[src/rtl/seg7_pkg.sv]
// Shared definitions for the seven-segment reader path.
// Segment patterns are abcdefg with bit 6 = segment a, 1 = lit.
// Optional feature macro: SEG7_READER_HEX_EN (hex letters A-F decode as legal).
package seg7_pkg;

    // Decimal digit patterns
    localparam logic [6:0] SEG_0     = 7'b1111110;
    localparam logic [6:0] SEG_1     = 7'b0110000;
    localparam logic [6:0] SEG_2     = 7'b1101101;
    localparam logic [6:0] SEG_3     = 7'b1111001;
    localparam logic [6:0] SEG_4     = 7'b0110011;
    localparam logic [6:0] SEG_5     = 7'b1011011;
    localparam logic [6:0] SEG_6     = 7'b1011111;
    localparam logic [6:0] SEG_7     = 7'b1110000;
    localparam logic [6:0] SEG_8     = 7'b1111111;
    localparam logic [6:0] SEG_9     = 7'b1111011;

    // All segments dark
    localparam logic [6:0] SEG_BLANK = 7'b0000000;

    // Hex letter patterns (A, b, C, d, E, F)
    localparam logic [6:0] SEG_A     = 7'b1110111;
    localparam logic [6:0] SEG_B     = 7'b0011111;
    localparam logic [6:0] SEG_C     = 7'b1001110;
    localparam logic [6:0] SEG_D     = 7'b0111101;
    localparam logic [6:0] SEG_E     = 7'b1001111;
    localparam logic [6:0] SEG_F     = 7'b1000111;

    // Value reported for anything that is not a digit or enabled letter
    localparam logic [3:0] VAL_NONE  = 4'hF;

    // Capture FSM:
    //   S_WAIT  - no valid (one-hot select) sample present
    //   S_COUNT - counting consecutive identical valid samples
    //   S_DONE  - current sample already captured, waiting for it to change
    typedef enum logic [1:0] {
        S_WAIT  = 2'd0,
        S_COUNT = 2'd1,
        S_DONE  = 2'd2
    } state_t;

endpackage

[src/rtl/m_7seg_decode.sv]
// Combinational seven-segment pattern decoder.
// Produces a 4-bit value plus illegal / blank flags for one pattern.
// Optional feature macro: SEG7_READER_HEX_EN (letters A-F decode to 4'hA..4'hF).
module m_7seg_decode
    import seg7_pkg::*;
(
    input  logic [6:0] i_pattern,
    output logic [3:0] o_value,
    output logic       o_err,
    output logic       o_blank
);

    // Pattern lookup; anything unrecognised is illegal and reads as 4'hF
    always_comb begin
        o_value = VAL_NONE;
        o_err   = 1'b1;
        o_blank = 1'b0;
        case (i_pattern)
            SEG_0: begin o_value = 4'h0; o_err = 1'b0; end
            SEG_1: begin o_value = 4'h1; o_err = 1'b0; end
            SEG_2: begin o_value = 4'h2; o_err = 1'b0; end
            SEG_3: begin o_value = 4'h3; o_err = 1'b0; end
            SEG_4: begin o_value = 4'h4; o_err = 1'b0; end
            SEG_5: begin o_value = 4'h5; o_err = 1'b0; end
            SEG_6: begin o_value = 4'h6; o_err = 1'b0; end
            SEG_7: begin o_value = 4'h7; o_err = 1'b0; end
            SEG_8: begin o_value = 4'h8; o_err = 1'b0; end
            SEG_9: begin o_value = 4'h9; o_err = 1'b0; end
            SEG_BLANK: begin
                o_value = VAL_NONE;
                o_err   = 1'b0;
                o_blank = 1'b1;
            end
`ifdef SEG7_READER_HEX_EN
            SEG_A: begin o_value = 4'hA; o_err = 1'b0; end
            SEG_B: begin o_value = 4'hB; o_err = 1'b0; end
            SEG_C: begin o_value = 4'hC; o_err = 1'b0; end
            SEG_D: begin o_value = 4'hD; o_err = 1'b0; end
            SEG_E: begin o_value = 4'hE; o_err = 1'b0; end
            SEG_F: begin o_value = 4'hF; o_err = 1'b0; end
`else
            // Without hex support the letters fall through to the illegal default
`endif
            default: begin
                o_value = VAL_NONE;
                o_err   = 1'b1;
                o_blank = 1'b0;
            end
        endcase
    end

endmodule

[src/rtl/m_7seg_reader.sv]
// Observer for a multiplexed seven-segment display bus.
// Registers {w_sel, w_seg} every cycle, waits for a one-hot select and an
// unchanged pattern for STABLE consecutive samples, then decodes the pattern
// into the selected digit's value/err/blank registers. A captured-digit mask
// produces a one-cycle w_frame when every digit has been captured.
// Optional feature macro: SEG7_READER_HEX_EN (letters A-F decode as legal).
//
// There is no handshake: the bus is sampled unconditionally every cycle and
// w_frame is a single-cycle, registered strobe aligned with the output update
// of the capture that completed the frame.
module m_7seg_reader
    import seg7_pkg::*;
#(
    parameter int DIGITS = 4,
    parameter int STABLE = 3
) (
    input  logic                  w_clk,
    input  logic                  w_rst,
    input  logic [6:0]            w_seg,
    input  logic [DIGITS-1:0]     w_sel,
    output logic [4*DIGITS-1:0]   w_val,
    output logic [DIGITS-1:0]     w_err,
    output logic [DIGITS-1:0]     w_blank,
    output logic                  w_frame
);

    localparam logic [3:0] STABLE_C = 4'(STABLE);

    // Sample register and the sample from one cycle earlier
    logic [DIGITS-1:0]   r_sel;
    logic [6:0]          r_seg;
    logic [DIGITS-1:0]   r_prev_sel;
    logic [6:0]          r_prev_seg;

    // FSM, stability counter and captured-digit mask
    state_t              r_state;
    logic [3:0]          r_cnt;
    logic [DIGITS-1:0]   r_mask;

    // Per-digit output registers
    logic [4*DIGITS-1:0] r_val;
    logic [DIGITS-1:0]   r_err;
    logic [DIGITS-1:0]   r_blank;
    logic                r_frame;

    // Combinational helpers
    logic                w_valid;
    logic                w_same;
    logic [3:0]          w_cnt_inc;
    logic                w_capture;
    state_t              w_state_nx;
    logic [3:0]          w_cnt_nx;
    logic [DIGITS-1:0]   w_mask_set;
    logic [3:0]          w_dec_val;
    logic                w_dec_err;
    logic                w_dec_blank;

    // A sample is only meaningful when exactly one digit is selected
    assign w_valid   = $onehot(r_sel);
    assign w_same    = (r_sel == r_prev_sel) && (r_seg == r_prev_seg);
    // Saturating increment; the counter never passes STABLE
    assign w_cnt_inc = (r_cnt >= STABLE_C) ? STABLE_C : (r_cnt + 4'd1);
    // Capture on the edge where the run of identical samples reaches STABLE
    assign w_capture = (r_state == S_COUNT) && w_valid && w_same &&
                       (w_cnt_inc == STABLE_C);
    assign w_mask_set = r_mask | r_sel;

    m_7seg_decode u_decode (
        .i_pattern (r_seg),
        .o_value   (w_dec_val),
        .o_err     (w_dec_err),
        .o_blank   (w_dec_blank)
    );

    // Capture FSM next-state and counter logic
    always_comb begin
        w_state_nx = r_state;
        w_cnt_nx   = r_cnt;
        case (r_state)
            S_WAIT: begin
                if (w_valid) begin
                    w_state_nx = S_COUNT;
                    w_cnt_nx   = 4'd1;
                end else begin
                    w_cnt_nx   = 4'd0;
                end
            end
            S_COUNT: begin
                if (!w_valid) begin
                    w_state_nx = S_WAIT;
                    w_cnt_nx   = 4'd0;
                end else if (w_same) begin
                    w_cnt_nx = w_cnt_inc;
                    if (w_cnt_inc == STABLE_C) begin
                        w_state_nx = S_DONE;
                    end
                end else begin
                    w_cnt_nx = 4'd1;
                end
            end
            S_DONE: begin
                if (!w_valid) begin
                    w_state_nx = S_WAIT;
                    w_cnt_nx   = 4'd0;
                end else if (!w_same) begin
                    w_state_nx = S_COUNT;
                    w_cnt_nx   = 4'd1;
                end
            end
            default: begin
                w_state_nx = S_WAIT;
                w_cnt_nx   = 4'd0;
            end
        endcase
    end

    // Bus sampling pipeline
    always_ff @(posedge w_clk) begin
        if (w_rst) begin
            r_sel      <= '0;
            r_seg      <= '0;
            r_prev_sel <= '0;
            r_prev_seg <= '0;
        end else begin
            r_sel      <= w_sel;
            r_seg      <= w_seg;
            r_prev_sel <= r_sel;
            r_prev_seg <= r_seg;
        end
    end

    // FSM state and stability counter
    always_ff @(posedge w_clk) begin
        if (w_rst) begin
            r_state <= S_WAIT;
            r_cnt   <= 4'd0;
        end else begin
            r_state <= w_state_nx;
            r_cnt   <= w_cnt_nx;
        end
    end

    // Per-digit capture, captured mask and frame strobe
    always_ff @(posedge w_clk) begin
        if (w_rst) begin
            r_val   <= '0;
            r_err   <= '0;
            r_blank <= '0;
            r_mask  <= '0;
            r_frame <= 1'b0;
        end else begin
            r_frame <= 1'b0;
            if (w_capture) begin
                for (int i = 0; i < DIGITS; i++) begin
                    if (r_sel[i]) begin
                        r_val[4*i +: 4] <= w_dec_val;
                        r_err[i]        <= w_dec_err;
                        r_blank[i]      <= w_dec_blank;
                    end
                end
                // Completing the set fires the strobe and starts a new frame
                if (&w_mask_set) begin
                    r_mask  <= '0;
                    r_frame <= 1'b1;
                end else begin
                    r_mask  <= w_mask_set;
                end
            end
        end
    end

    assign w_val   = r_val;
    assign w_err   = r_err;
    assign w_blank = r_blank;
    assign w_frame = r_frame;

endmodule

[config.mk]
export PLATFORM = sky130hd
export DESIGN_NAME = m_7seg_reader
export DESIGN_NICKNAME = d
export VERILOG_FILES = /design/src/rtl/seg7_pkg.sv /design/src/rtl/m_7seg_decode.sv /design/src/rtl/m_7seg_reader.sv
export SDC_FILE = /design/constraint.sdc
export NUM_CORES = 1
export LEC_CHECK = 0
export BUFFER_PORTS_ARGS = -buffer_cell sky130_fd_sc_hd__buf_2
export CORE_MARGIN = 2
export CORE_UTILIZATION = 55
export CTS_CLUSTER_SIZE = 10
export DETAILED_ROUTE_END_ITERATION = 10
export GPL_TIMING_DRIVEN = 0
export PLACE_DENSITY_LB_ADDON = 0.3
export REMOVE_ABC_BUFFERS = 1
export SYNTH_ARGS = -nofsm -noshare
export SYNTH_HDL_FRONTEND = slang
export SYNTH_HIERARCHICAL = 1
export SYNTH_SLANG_ARGS = --single-unit
[constraint.sdc]
create_clock -name w_clk -period 3.3 [get_ports w_clk]
set_clock_uncertainty 0.15 [all_clocks]
set_input_delay 0.99 -clock w_clk [delete_from_list [all_inputs] [get_ports w_clk]]
set_output_delay 0.99 -clock w_clk [all_outputs]
set_load 0.02 [all_outputs]
After elaboration in Yosys (flattened, before gate mapping). Index checks and enable logic that the tools add are counted.

Bitwise logic cells: 2. Eq/ne operators: 20. Mux-type cells: 19. Order comparisons: 1. Add/sub/neg operators: 4. Reductions and logical operators: 14.

Operator list (number): 7-bit == test (second input constant) (8); 4-bit one-hot mux with 10 select lines (1); 4-bit 2-to-1 mux (6); 7-bit by 6-bit == test with 1-bit output (second input constant) (2); 2-bit 2-to-1 mux (6); 4-bit one-hot mux with 3 select lines (1); 11-bit OR reduction (1); 2-bit AND reduction (4); 4-bit AND reduction (2); 7-bit == test (1); 7-bit logical NOT (1); 3-bit != test (second input constant) (2); 2-bit one-hot mux with 3 select lines (1); 1-bit by 1-bit adder with 2-bit output (2); 4-bit by 1-bit adder with 4-bit output (second input constant) (1); 4-bit by 2-bit == test with 1-bit output (second input constant) (1); 4-bit == test (1); 4-bit by 2-bit >= comparator with 1-bit output (second input constant) (1); 1-bit logical AND (4); 1-bit 2-to-1 mux (4); 4-bit bitwise OR (1); 2-bit by 2-bit adder with 3-bit output (1); 3-bit by 1-bit == test with 1-bit output (second input constant) (1); 3-bit by 2-bit != test with 1-bit output (second input constant) (1); 6 further kinds (6).

Flip-flop bits (word level): 57. Input port bits: 13.

Depth between registers and ports, before layout. Gate-level depths: netlist (run 1).

Word-level depth: 8. Gate-level depth with buffers: 11.

Modules after synthesis. The synthesis (run 1) kept the hierarchy.

By module, submodules not included: m_7seg_reader (sequential area each 1141.1 um^2, times used 1, area an instance 2237.1 um^2, cells an instance 206); m_7seg_decode (sequential area each 0.0 um^2, times used 1, area an instance 250.2 um^2, cells an instance 30).

Least setup slack after synthesis (run 1). OpenSTA, ideal clock, no wires.

Path kind: register to register. Start point: reg r_sel[1]. End point: reg r_blank[0] (netlist: w_blank[0]). Data required time: 3078 ps. Path slack: 364 ps. Period minus slack after synthesis: 2936 ps. Cell stages (with the launch flop): 12. Buffers on the path: 1. Data arrival time: 2714 ps. Cells stage by stage: dfxtp_1 > inv_1 > fa_1 > inv_1 > ha_1 > ha_1 > nor3b_2 > o2111ai_2 > nor4_4 > and2_1 > buf_6 > mux2i_1.

Cells in the longest elaborated chain, start to end: 7. Elaborated cells on any way between the ends: 9.

RTL lines: start: declaration (RTL line m_7seg_reader.sv:30) `logic [DIGITS-1:0] r_sel;`; start signal: assignment (RTL line m_7seg_reader.sv:125) `r_sel <= w_sel;`; 1-bit by 1-bit adder with 2-bit output (implied by the code) (RTL line m_7seg_reader.sv:59) `assign w_valid = $onehot(r_sel);`; 2-bit by 2-bit adder with 3-bit output (implied by the code) (RTL line m_7seg_reader.sv:59); 3-bit by 1-bit == test with 1-bit output (RTL line m_7seg_reader.sv:59); 1-bit logical AND (RTL line m_7seg_reader.sv:64) `assign w_capture = (r_state == S_COUNT) && w_valid && w_same &&`; 1-bit logical AND * (2 in series) (RTL line m_7seg_reader.sv:64); 2-bit AND reduction (no line) *; end signal: indexed assignment (RTL line m_7seg_reader.sv:158) `r_blank[i] <= w_dec_blank;`; end: declaration (RTL line m_7seg_reader.sv:43) `logic [DIGITS-1:0] r_blank;`.

Mark *: on every way between the ends. The rest lies on a longest branch, timed or not. A chain may end at the register's enable or synchronous reset.

Worst setup path after layout (run 1).
Start point: reg r_sel[0]. End point: reg r_val[11] (netlist: w_val[11]).

Cells in the longest elaborated chain, start to end: 7. Elaborated cells on any way between the ends: 9.

RTL lines: 1-bit by 1-bit adder with 2-bit output (implied by the code) (RTL line m_7seg_reader.sv:59); 2-bit by 2-bit adder with 3-bit output (implied by the code) (RTL line m_7seg_reader.sv:59); 3-bit by 1-bit == test with 1-bit output (RTL line m_7seg_reader.sv:59); 1-bit logical AND (RTL line m_7seg_reader.sv:64); 1-bit logical AND * (2 in series) (RTL line m_7seg_reader.sv:64); 2-bit AND reduction (no line) *; end signal: indexed assignment (RTL line m_7seg_reader.sv:156) `r_val[4*i +: 4] <= w_dec_val;`; end: declaration (RTL line m_7seg_reader.sv:41) `logic [4*DIGITS-1:0] r_val;`.

Marked as above.

==> results.cfg, run 1 <==
[cts]
worstSkewPairLatency_ns = 0.34
clk_pin_slew_ns = 0.06
holdBufCountCts = 0
cts_tree = done
cts_buffer_depth = 2
h-tree-depth = 3
cts_made_buffers = 9
cts-root-buf = clkbuf_8
clkSinkCount = 57

[timing]
clock.fmax_mhz = 323
drv_slew = 0
min_period_ns = 3.10
min_period_over_period_pct = 93.9
hold_viol = 0
final.setup.tns_ns = 0
setup_violations = 0
worst_slew_pin_slew_ns = 0.860
slew_headroom_pct = 42.7
whs_ns = 0.321

[status]
status = completed

[layout]
area_growth_pct = 16.7
n_antenna_cell = 0
layout.nets = 294
drive_gt1_share_pct = 26.3

[detailed_routing]
ant_nets = 0
vias_per_cell = 5.27
route.detailed.drc = 0
drt-pass1-iter-count = 4
postRouteWirelength_microns = 4390
avgRoutedWirePerCell_microns = 13.2
drt_iter0_markers = 76
vias = 1756

[critical_path]
path_cells = inv_1, fa_1, inv_1, ha_1, ha_1, nor3b_2, o2111ai_2, nor4_4, buf_4, nand2_2, mux2i_1
critPathMaxStageDelay_ns = 0.54
cp_slowest_cell = fa_1
reg2reg_slack_ns = 0.20
crit_type = reg -> reg
r2r_start = r_sel[0]$_SDFF_PP0_
cp.arrival_ns = 3.16
crit_family = adder cells
cp_num_buf_inv = 3
worst_ep_required_time_ns = 3.36
rr_endpoint = w_val[11]$_SDFFE_PP0P_
cp-end-kind = register
start_kind = register
r2r_cells = 11
cp_max_fo = 6

[synthesis]
synth_edf_count = 0
synth_ff_type = dfxtp_1
netlist.top_cell.by_area = dfxtp_1
syn_area_per_cell_sq_um = 10.5
synth_warnings = 6
ys_seq_area_share_pct = 45.9
synthArstFlopShare_pct = 0
synth_commonest_cells = dfxtp_1, nand2b_1, nor2b_1
synth_top_area_share_pct = 45.9
yosysMostFrequentCell = dfxtp_1
ys_ff_latch = 57
synth.distinct_cells = 55
syn_area_sq_mm = 0.00249
syn_inst = 236
netlist_top_cells_area = dfxtp_1, mux2i_1, nand2b_1, nor2b_1, xnor2_1

[floorplanning]
start_util_pct = 57.1
dieArea_sq_mm = 0.00508
die_x_microns = 71.3
ios = 38
core_sq_mm = 0.00435
die-height_microns = 71.3
rows = 24

[power]
power.density_mw_per_mm2 = 501
share_seq_of_total_power_pct = 50.1
combPwrFrac_pct = 6.5
p_switching_mw = 0.320
fin_total_pwr_mw = 1.45
p_int_mw = 1.13
ir_drop_mv = 0.317
p_sw_share_pct = 22.0
p_leak_nw = 1.28
p_clk_share_pct = 43.4

[grt]
first_global_vias = 1661
antenna_found_initial = 0
grt_usage_pct = 19.0
grt_pass1_wl_microns = 7410
grt_overflow_total = 0
grt_start_max_net_pins = 61

[worst_hold_path]
min_path_type = reg -> reg
holdPathStages = 2
min_from = w_blank[0]$_SDFFE_PP0P_
hold_end = w_blank[0]$_SDFFE_PP0P_

[placement]
place_hpwl_microns = 2840
port_buffers = 37
gp_congestion = 0.850

[flow_run]
drv_cap = 0
==> layer usage <==
metal / track usage (%) / vias up / wire length (microns) / part of all wire (%)
li1: - / 897 / - / -
met1: 23.4 / 826 / 2030 / 46
met2: 29.4 / 26 / 2110 / 48
met3: 8.02 / 7 / 199 / 4.5
met4: 8.18 / 0 / 51 / 1.2
met5: 0 / - / 0 / 0
==> worst max path at each step <==
stage,cells after the start,slack (ns),end,startpoint
2_1_floorplan,10,0.27,w_blank[0]$_SDFFE_PP0P_,r_sel[1]$_SDFF_PP0_
3_3_place_gp,10,-0.05,w_val[1]$_SDFFE_PP0P_,r_sel[1]$_SDFF_PP0_
3_5_place_dp,10,-0.10,w_err[0]$_SDFFE_PP0P_,r_sel[1]$_SDFF_PP0_
4_1_cts,10,0.01,w_val[1]$_SDFFE_PP0P_,r_sel[1]$_SDFF_PP0_
5_1_grt,11,-0.02,w_val[8]$_SDFFE_PP0P_,r_sel[0]$_SDFF_PP0_
6_report,11,0.20,w_val[11]$_SDFFE_PP0P_,r_sel[0]$_SDFF_PP0_
==> worst min-delay path, stage by stage, from the launching register on <==
cell and delay, ns:
dfxtp_1 0.30, nand2b_1 0.06, mux2i_1 0.06
==> power groups by stage <==
| stage | Sequential [mW] | Combinational (mW) | Clock (mW) |
|---|---|---|---|
| 2_1_floorplan | 0.738 | 0.0678 | 0 |
| 3_3_place_gp | 0.743 | 0.0914 | 0 |
| 3_5_place_dp | 0.744 | 0.0941 | 0 |
| 4_1_cts | 0.729 | 0.0949 | 0.657 |
| 5_1_grt | 0.732 | 0.107 | 0.675 |
| 6_report | 0.729 | 0.0950 | 0.631 |
==> area by class of cell <==
class                           count  area (sq um)
Fill cell                         338          1450
Inverter                            6          22.5
Tap cell                           52          65.1
Timing Repair Buffer               41           215
Clock inverter                      3          40.0
Clock buffer                       12           155
Multi-Input combinational cell    162          1260
Sequential cell                    57          1140
==> per-stage QoR <==
step | cells | instance area (sq um) | setup slack (ns) | utilization [%]
after floorplan | 225 | 2420 | 0.273 | -
after global placement | 314 | 2670 | -0.0529 | 61.4
after detailed placement | 314 | 2670 | -0.100 | 61.4
after CTS | 332 | 2890 | 0.0142 | 66.4
after global routing | 333 | 2900 | -0.0170 | 66.7
final | 333 | 2900 | 0.200 | 66.7
==> flip-flops by register name (all words and copies together), names as in the netlist <==
| signal | flops |
|---|---|
| r_cnt | 4 |
| r_mask | 4 |
| r_prev_seg | 7 |
| r_prev_sel | 4 |
| r_seg | 7 |
| r_sel | 4 |
| r_state | 2 |
| w_blank | 4 |
| w_err | 4 |
| w_frame | 1 |
| w_val | 16 |
==> logic make-up (layout without fill, tap and decap cells) <==
logic type,after synthesis,in the layout,share of synthesized area [%]
compound gates,25,25,7.70
fa+ha+maj,4,4,2.31
mux,24,24,9.66
simple gates,97,97,26.1
buf+inv,17,62,3.52
flops,57,57,45.9
xor+xnor,12,12,4.83
==> layout by cell type (no fill, tap or decap), types with 3 or more instances in the layout <==
cell type	instances
buf_4	4
a21oi_1	7
clkbuf_8	11
mux2i_1	24
xnor2_1	9
nand2b_1	30
nand2_2	3
inv_1	6
dfxtp_1	55
nor2_1	8
buf_2	37
nor2b_1	25
nand2_1	5
ha_1	3
==> timing repair <==
action                                 in CTS  in global routing
pin swaps                                   1                  3
resized for setup                           1                  3
endpoints found under the hold margin       0                  0
buffers inserted                            3                  1
setup endpoints to repair                   7                 28
(Power assumes the default switching activity.)
==> run 2: changes to the inputs <==
==> constraint.sdc (replaced) <==
create_clock -name w_clk -period 3.02 [get_ports w_clk]
set_clock_uncertainty 0.15 [all_clocks]
set_input_delay 0.906 -clock w_clk [delete_from_list [all_inputs] [get_ports w_clk]]
set_output_delay 0.906 -clock w_clk [all_outputs]
set_load 0.02 [all_outputs]
==> run 2 against run 1 <==
Against the previous run:
- worst hold slack better by 0.0024 ns
- cell count rose by 1.2%
- global-route usage rose by 1.2 points
- flip-flop and latch count unchanged
- combinational power up 28%
- utilization is 1.6 points higher
- via count grew 0.40%
- design area rose by 2.4%
- register-to-register slack lost 0.03 ns
- sequential share of layout area down 0.72 points
- largest cell class unchanged
- largest power group unchanged
==> results.cfg, run 2 (synthesized netlist as in run 1, its figures left out) <==
[floorplanning]
core_sq_mm = 0.00435
rows = 24
die-height_microns = 71.3
die_x_microns = 71.3
ios = 38
start_util_pct = 57.1
dieArea_sq_mm = 0.00508

[grt]
grt_pass1_wl_microns = 7870
grt_start_max_net_pins = 61
grt_usage_pct = 20.2
antenna_found_initial = 0
first_global_vias = 1716
grt_overflow_total = 0

[power]
power.density_mw_per_mm2 = 540
p_clk_share_pct = 43.0
share_seq_of_total_power_pct = 49.4
p_int_mw = 1.25
combPwrFrac_pct = 7.6
ir_drop_mv = 0.348
p_leak_nw = 1.34
p_switching_mw = 0.356
p_sw_share_pct = 22.2

[layout]
fin_util_pct = 68.3
layout.nets = 298
n_antenna_cell = 0
layoutNonFillerInstCount = 337
largest_register_ffs = 16
drive_gt1_share_pct = 28.1
layout_common_cells = dfxtp_1, buf_2, nand2b_1
mostFrequentLayoutCell = dfxtp_1
area_growth_pct = 19.5

[detailed_routing]
drt-pass1-iter-count = 4
postRouteWirelength_microns = 4630
vias_per_cell = 5.23
ant_nets = 0
drt_iter0_markers = 96
avgRoutedWirePerCell_microns = 13.8
route.detailed.drc = 0
vias = 1763

[cts]
clkSinkCount = 57
clk_pin_slew_ns = 0.06
worstSkewPairLatency_ns = 0.34
cts_buffer_depth = 2
cts_tree = done
h-tree-depth = 3
cts_made_buffers = 9
cts-root-buf = clkbuf_8
holdBufCountCts = 0

[critical_path]
crit_type = reg -> reg
cp-end-kind = register
worst_ep_required_time_ns = 3.13
cp.arrival_ns = 2.95
cp_max_fo = 7
start_kind = register

[timing]
clock.fmax_mhz = 351
min_period_ns = 2.85
min_period_over_period_pct = 94.2
worst_slew_pin_slew_ns = 0.872
fin_ws_ns = 0.174
setup_violations = 0
slew_headroom_pct = 41.8
drv_slew = 0
hold_viol = 0

[placement]
pre_cts_ws_ns = -0.380
place_hpwl_microns = 2840
port_buffers = 37
dp.cells = 314
gp_congestion = 0.850

[flow_run]
drv_cap = 0

[worst_hold_path]
min_path_type = reg -> reg

[status]
status = completed
-- run 2: cell types whose count changed in the layout (fill, tap and decap cells not counted) --
cell     delta
ha_4        +1
dfxtp_4     +2
ha_1        -1
dfxtp_1     -1
dfxtp_2     -1
buf_4       +4
nand2_2     -3
nor3b_2     -1
nor3b_4     +1
nand2_4     +3
-- run 2: final timing paths --
path	from	to	slack [ns]	cells past startpoint
hold / removal	w_err[3]$_SDFFE_PP0P_	w_err[3]$_SDFFE_PP0P_	0.32	2
setup reg to reg	r_sel[0]$_SDFF_PP0_	w_val[1]$_SDFFE_PP0P_	0.17	10
hold reg to reg	w_err[3]$_SDFFE_PP0P_	w_err[3]$_SDFFE_PP0P_	0.32	2
setup / recovery	r_sel[0]$_SDFF_PP0_	w_val[1]$_SDFFE_PP0P_	0.17	10
-- run 2: what timing repair did --
item / CTS / global route
resized for setup: 11 / 1
endpoints found under the setup margin: 28 / 28
pin swaps: 4 / 3
endpoints found under the hold margin: 0 / 0
setup buffers: 8 / 0
-- run 2: cell type report --
class                      instances  area [sq um]
fill                             321          1380
clock inverter                     3          40.0
timing repair buffer              45           245
multi-input combinational        162          1290
sequential                        57          1150
tap                               52          65.1
inverter                           6          22.5
clock buffer                      12           155
-- run 2: power by group through the flow --
stage	Sequential [mW]	Combinational, mW	Clock (mW)
floorplan	0.806	0.0741	0
global placement	0.812	0.0999	0
detailed placement	0.813	0.103	0
CTS	0.793	0.116	0.718
global route	0.796	0.136	0.736
finish	0.793	0.122	0.690
-- run 2: layer usage --
metal	GRT usage, %	vias up	wire length, microns
li1	-	901	-
met1	24.8	814	2100
met2	31.1	38	2230
met3	8.16	10	227
met4	9.43	0	77
met5	0	-	0
-- run 2: worst max-delay path, stage by stage, from the launching register on --
cell,delay (ns)
dfxtp_2,0.33
inv_1,0.08
fa_1,0.54
inv_1,0.04
ha_1,0.20
ha_4,0.24
nor3b_4,0.20
o2111ai_2,0.17
nor4_4,0.32
and2_4,0.30
mux2i_1,0.20
-- run 2: metrics by stage --
stage | area (sq um) | hold slack (ns) | setup TNS (ns) | total power, mW
finish | 2970 | 0.324 | 0 | 1.61
global route | 2970 | 0.334 | -0.0251 | 1.67
CTS | 2970 | 0.323 | 0 | 1.63
detailed placement | 2670 | 0.307 | -5.54 | 0.916
global placement | 2670 | 0.301 | -4.24 | 0.912
floorplan | 2420 | 0.291 | -0.0420 | 0.880
==> run 3: changes to the inputs <==
--- a/config.mk
+++ b/config.mk
@@ -5,11 +5,11 @@
 export SDC_FILE = /design/constraint.sdc
 export NUM_CORES = 1
 export LEC_CHECK = 0
-export BUFFER_PORTS_ARGS = -buffer_cell sky130_fd_sc_hd__buf_2
 export CORE_MARGIN = 2
 export CORE_UTILIZATION = 55
 export CTS_CLUSTER_SIZE = 10
 export DETAILED_ROUTE_END_ITERATION = 10
+export DONT_BUFFER_PORTS = 1
 export GPL_TIMING_DRIVEN = 0
 export PLACE_DENSITY_LB_ADDON = 0.3
 export REMOVE_ABC_BUFFERS = 1
==> run 3 against run 2 <==
Against the previous run:
- cell count fell by 11%
- wire length fell by 1.2%
- flip-flop and latch count did not move
- critical endpoint unchanged
- register-to-register slack barely moved
- largest power group is now the clock network
- via count fell by 6.0%
- critical path type unchanged
- total power rose by 16%
- utilization fell by 3.0 points
==> results.cfg, run 3 (synthesized netlist as in run 1, its figures left out) <==
[floorplanning]
ios = 38
start_util_pct = 57.1
core_sq_mm = 0.00435
die-height_microns = 71.3
rows = 24
dieArea_sq_mm = 0.00508
die_x_microns = 71.3

[cts]
clkSinkCount = 57
cts_buffer_depth = 2
cts_made_buffers = 9
h-tree-depth = 3
cts-root-buf = clkbuf_8
cts_tree = done
worstSkewPairLatency_ns = 0.34
clk_pin_slew_ns = 0.07

[critical_path]
cp.arrival_ns = 2.96
rr_endpoint = w_val[1]$_SDFFE_PP0P_
crit_cells = 11
crit_family = adder cells
startpoint = r_sel[1]$_SDFF_PP0_
cp-end-kind = register
cp_slowest_cell = fa_1
reg2reg_slack_ns = 0.17
cp_num_buf_inv = 3
crit_type = reg -> reg
worst_ep_required_time_ns = 3.14
crit_path_frequent_cell = inv_1
start_kind = register
crit_end = w_val[1]$_SDFFE_PP0P_
path_cells = inv_1, fa_1, inv_1, ha_1, ha_4, nor3b_2, o2111ai_2, nor4_4, buf_6, and2_4, mux2i_1
cp_max_fo = 7
critPathMaxStageDelay_ns = 0.52
r2r_cells = 11
r2r_start = r_sel[1]$_SDFF_PP0_

[timing]
setup_violations = 0
worst_slew_pin_slew_ns = 0.414
hold_viol = 0
rsz0062_at_grt = no
clock.fmax_mhz = 351
drv_slew = 0
min_period_ns = 2.85
min_period_over_period_pct = 94.4
slew_headroom_pct = 72.4

[grt]
grt_pass1_wl_microns = 7870
grt_overflow_total = 0
grt_usage_pct = 20.4
first_global_vias = 1668
antenna_found_initial = 0
grt_start_max_net_pins = 61

[layout]
multi_input_area_sq_mm = 0.00127
ff_latch_area_sq_mm = 0.00115
mostFrequentLayoutCell = dfxtp_1
fill_cells = 346
largest_register_ffs = 16
drive_gt1_share_pct = 17.7
layoutNonFillerInstCount = 300
area_growth_pct = 14.3
n_antenna_cell = 0
layout_common_cells = dfxtp_1, nand2b_1, nor2b_1
layout.nets = 260

[placement]
place_hpwl_microns = 2770
dp.cells = 277
port_buffers = 0
gp_congestion = 0.802

[power]
fin_total_pwr_mw = 1.86
share_seq_of_total_power_pct = 42.8
ir_drop_mv = 0.486
p_int_mw = 1.50
p_clk_share_pct = 51.9
power.density_mw_per_mm2 = 654
p_sw_share_pct = 19.4
p_switching_mw = 0.361
p_leak_nw = 1.15
combPwrFrac_pct = 5.3

[flow_run]
drv_cap = 0

[detailed_routing]
route.detailed.drc = 0
postRouteWirelength_microns = 4580
avgRoutedWirePerCell_microns = 15.3
vias = 1658
drt-pass1-iter-count = 4
drt_iter0_markers = 58
vias_per_cell = 5.53
ant_nets = 0

[worst_hold_path]
min_path_type = reg -> reg

[status]
status = completed
-- run 3: how the worst min path moves through the flow --
stage / from / to / slack [ns] / cells past startpoint
floorplan: r_mask[0]$_SDFFE_PP0P_ / r_mask[0]$_SDFFE_PP0P_ / 0.29 / 1
global placement: r_mask[0]$_SDFFE_PP0P_ / r_mask[0]$_SDFFE_PP0P_ / 0.31 / 1
detailed placement: r_mask[0]$_SDFFE_PP0P_ / r_mask[0]$_SDFFE_PP0P_ / 0.31 / 1
CTS: r_mask[0]$_SDFFE_PP0P_ / r_mask[0]$_SDFFE_PP0P_ / 0.33 / 1
global route: r_mask[0]$_SDFFE_PP0P_ / r_mask[0]$_SDFFE_PP0P_ / 0.34 / 1
finish: r_mask[0]$_SDFFE_PP0P_ / r_mask[0]$_SDFFE_PP0P_ / 0.32 / 1
-- run 3: what timing repair did --
action,4_1_cts,5_1_grt
endpoints found under the hold margin,0,0
gates resized for setup,7,2
buffers inserted,6,1
hold buffers,0,0
setup endpoints to repair,28,28
pin swaps,4,4
-- run 3: layout make-up --
class / instances / share of cell area (%)
Multi-Input combinational cell: 162 / 44.8
Inverter: 6 / 0.792
Tap cell: 52 / 2.29
Timing Repair Buffer: 7 / 1.98
Sequential cell: 57 / 40.4
Clock inverter: 5 / 4.40
Clock buffer: 11 / 5.32
-- run 3: routing by layer --
metal	GRT usage, %	routed length (microns)	up-vias
li1	-	-	828
met1	25.2	2010	785
met2	31.5	2250	38
met3	9.56	264	7
met4	6.92	53	0
met5	0	0	-
-- run 3: worst register-to-register path, delay by kind of cell (launching register included) --
kind | cells | cell delay (ns)
simple gates | 3 | 0.67
compound gates | 1 | 0.19
mux | 1 | 0.19
fa+ha+maj | 3 | 0.94
flops | 1 | 0.35
buf+inv | 3 | 0.28
-- run 3: stage by stage --
step | util, % | cell area, sq um | hold slack, ns | worst slack (ns) | setup TNS, ns
floorplan | - | 2420 | 0.291 | -0.00700 | -0.0420
global placement | 57.1 | 2490 | 0.310 | -0.352 | -4.79
detailed placement | 57.1 | 2490 | 0.312 | -0.373 | -5.53
CTS | 64.8 | 2820 | 0.326 | 0.0108 | 0
global route | 65.3 | 2840 | 0.340 | 0.0120 | 0
finish | 65.3 | 2840 | 0.322 | 0.170 | 0
-- run 3: power by group through the flow --
stage	Combinational, mW	Clock (mW)	Sequential (mW)
after floorplan	0.0741	0	0.806
after global placement	0.0833	0	0.812
after detailed placement	0.0858	0	0.813
after CTS	0.0946	0.989	0.795
after global routing	0.110	1.02	0.797
final	0.0989	0.965	0.795
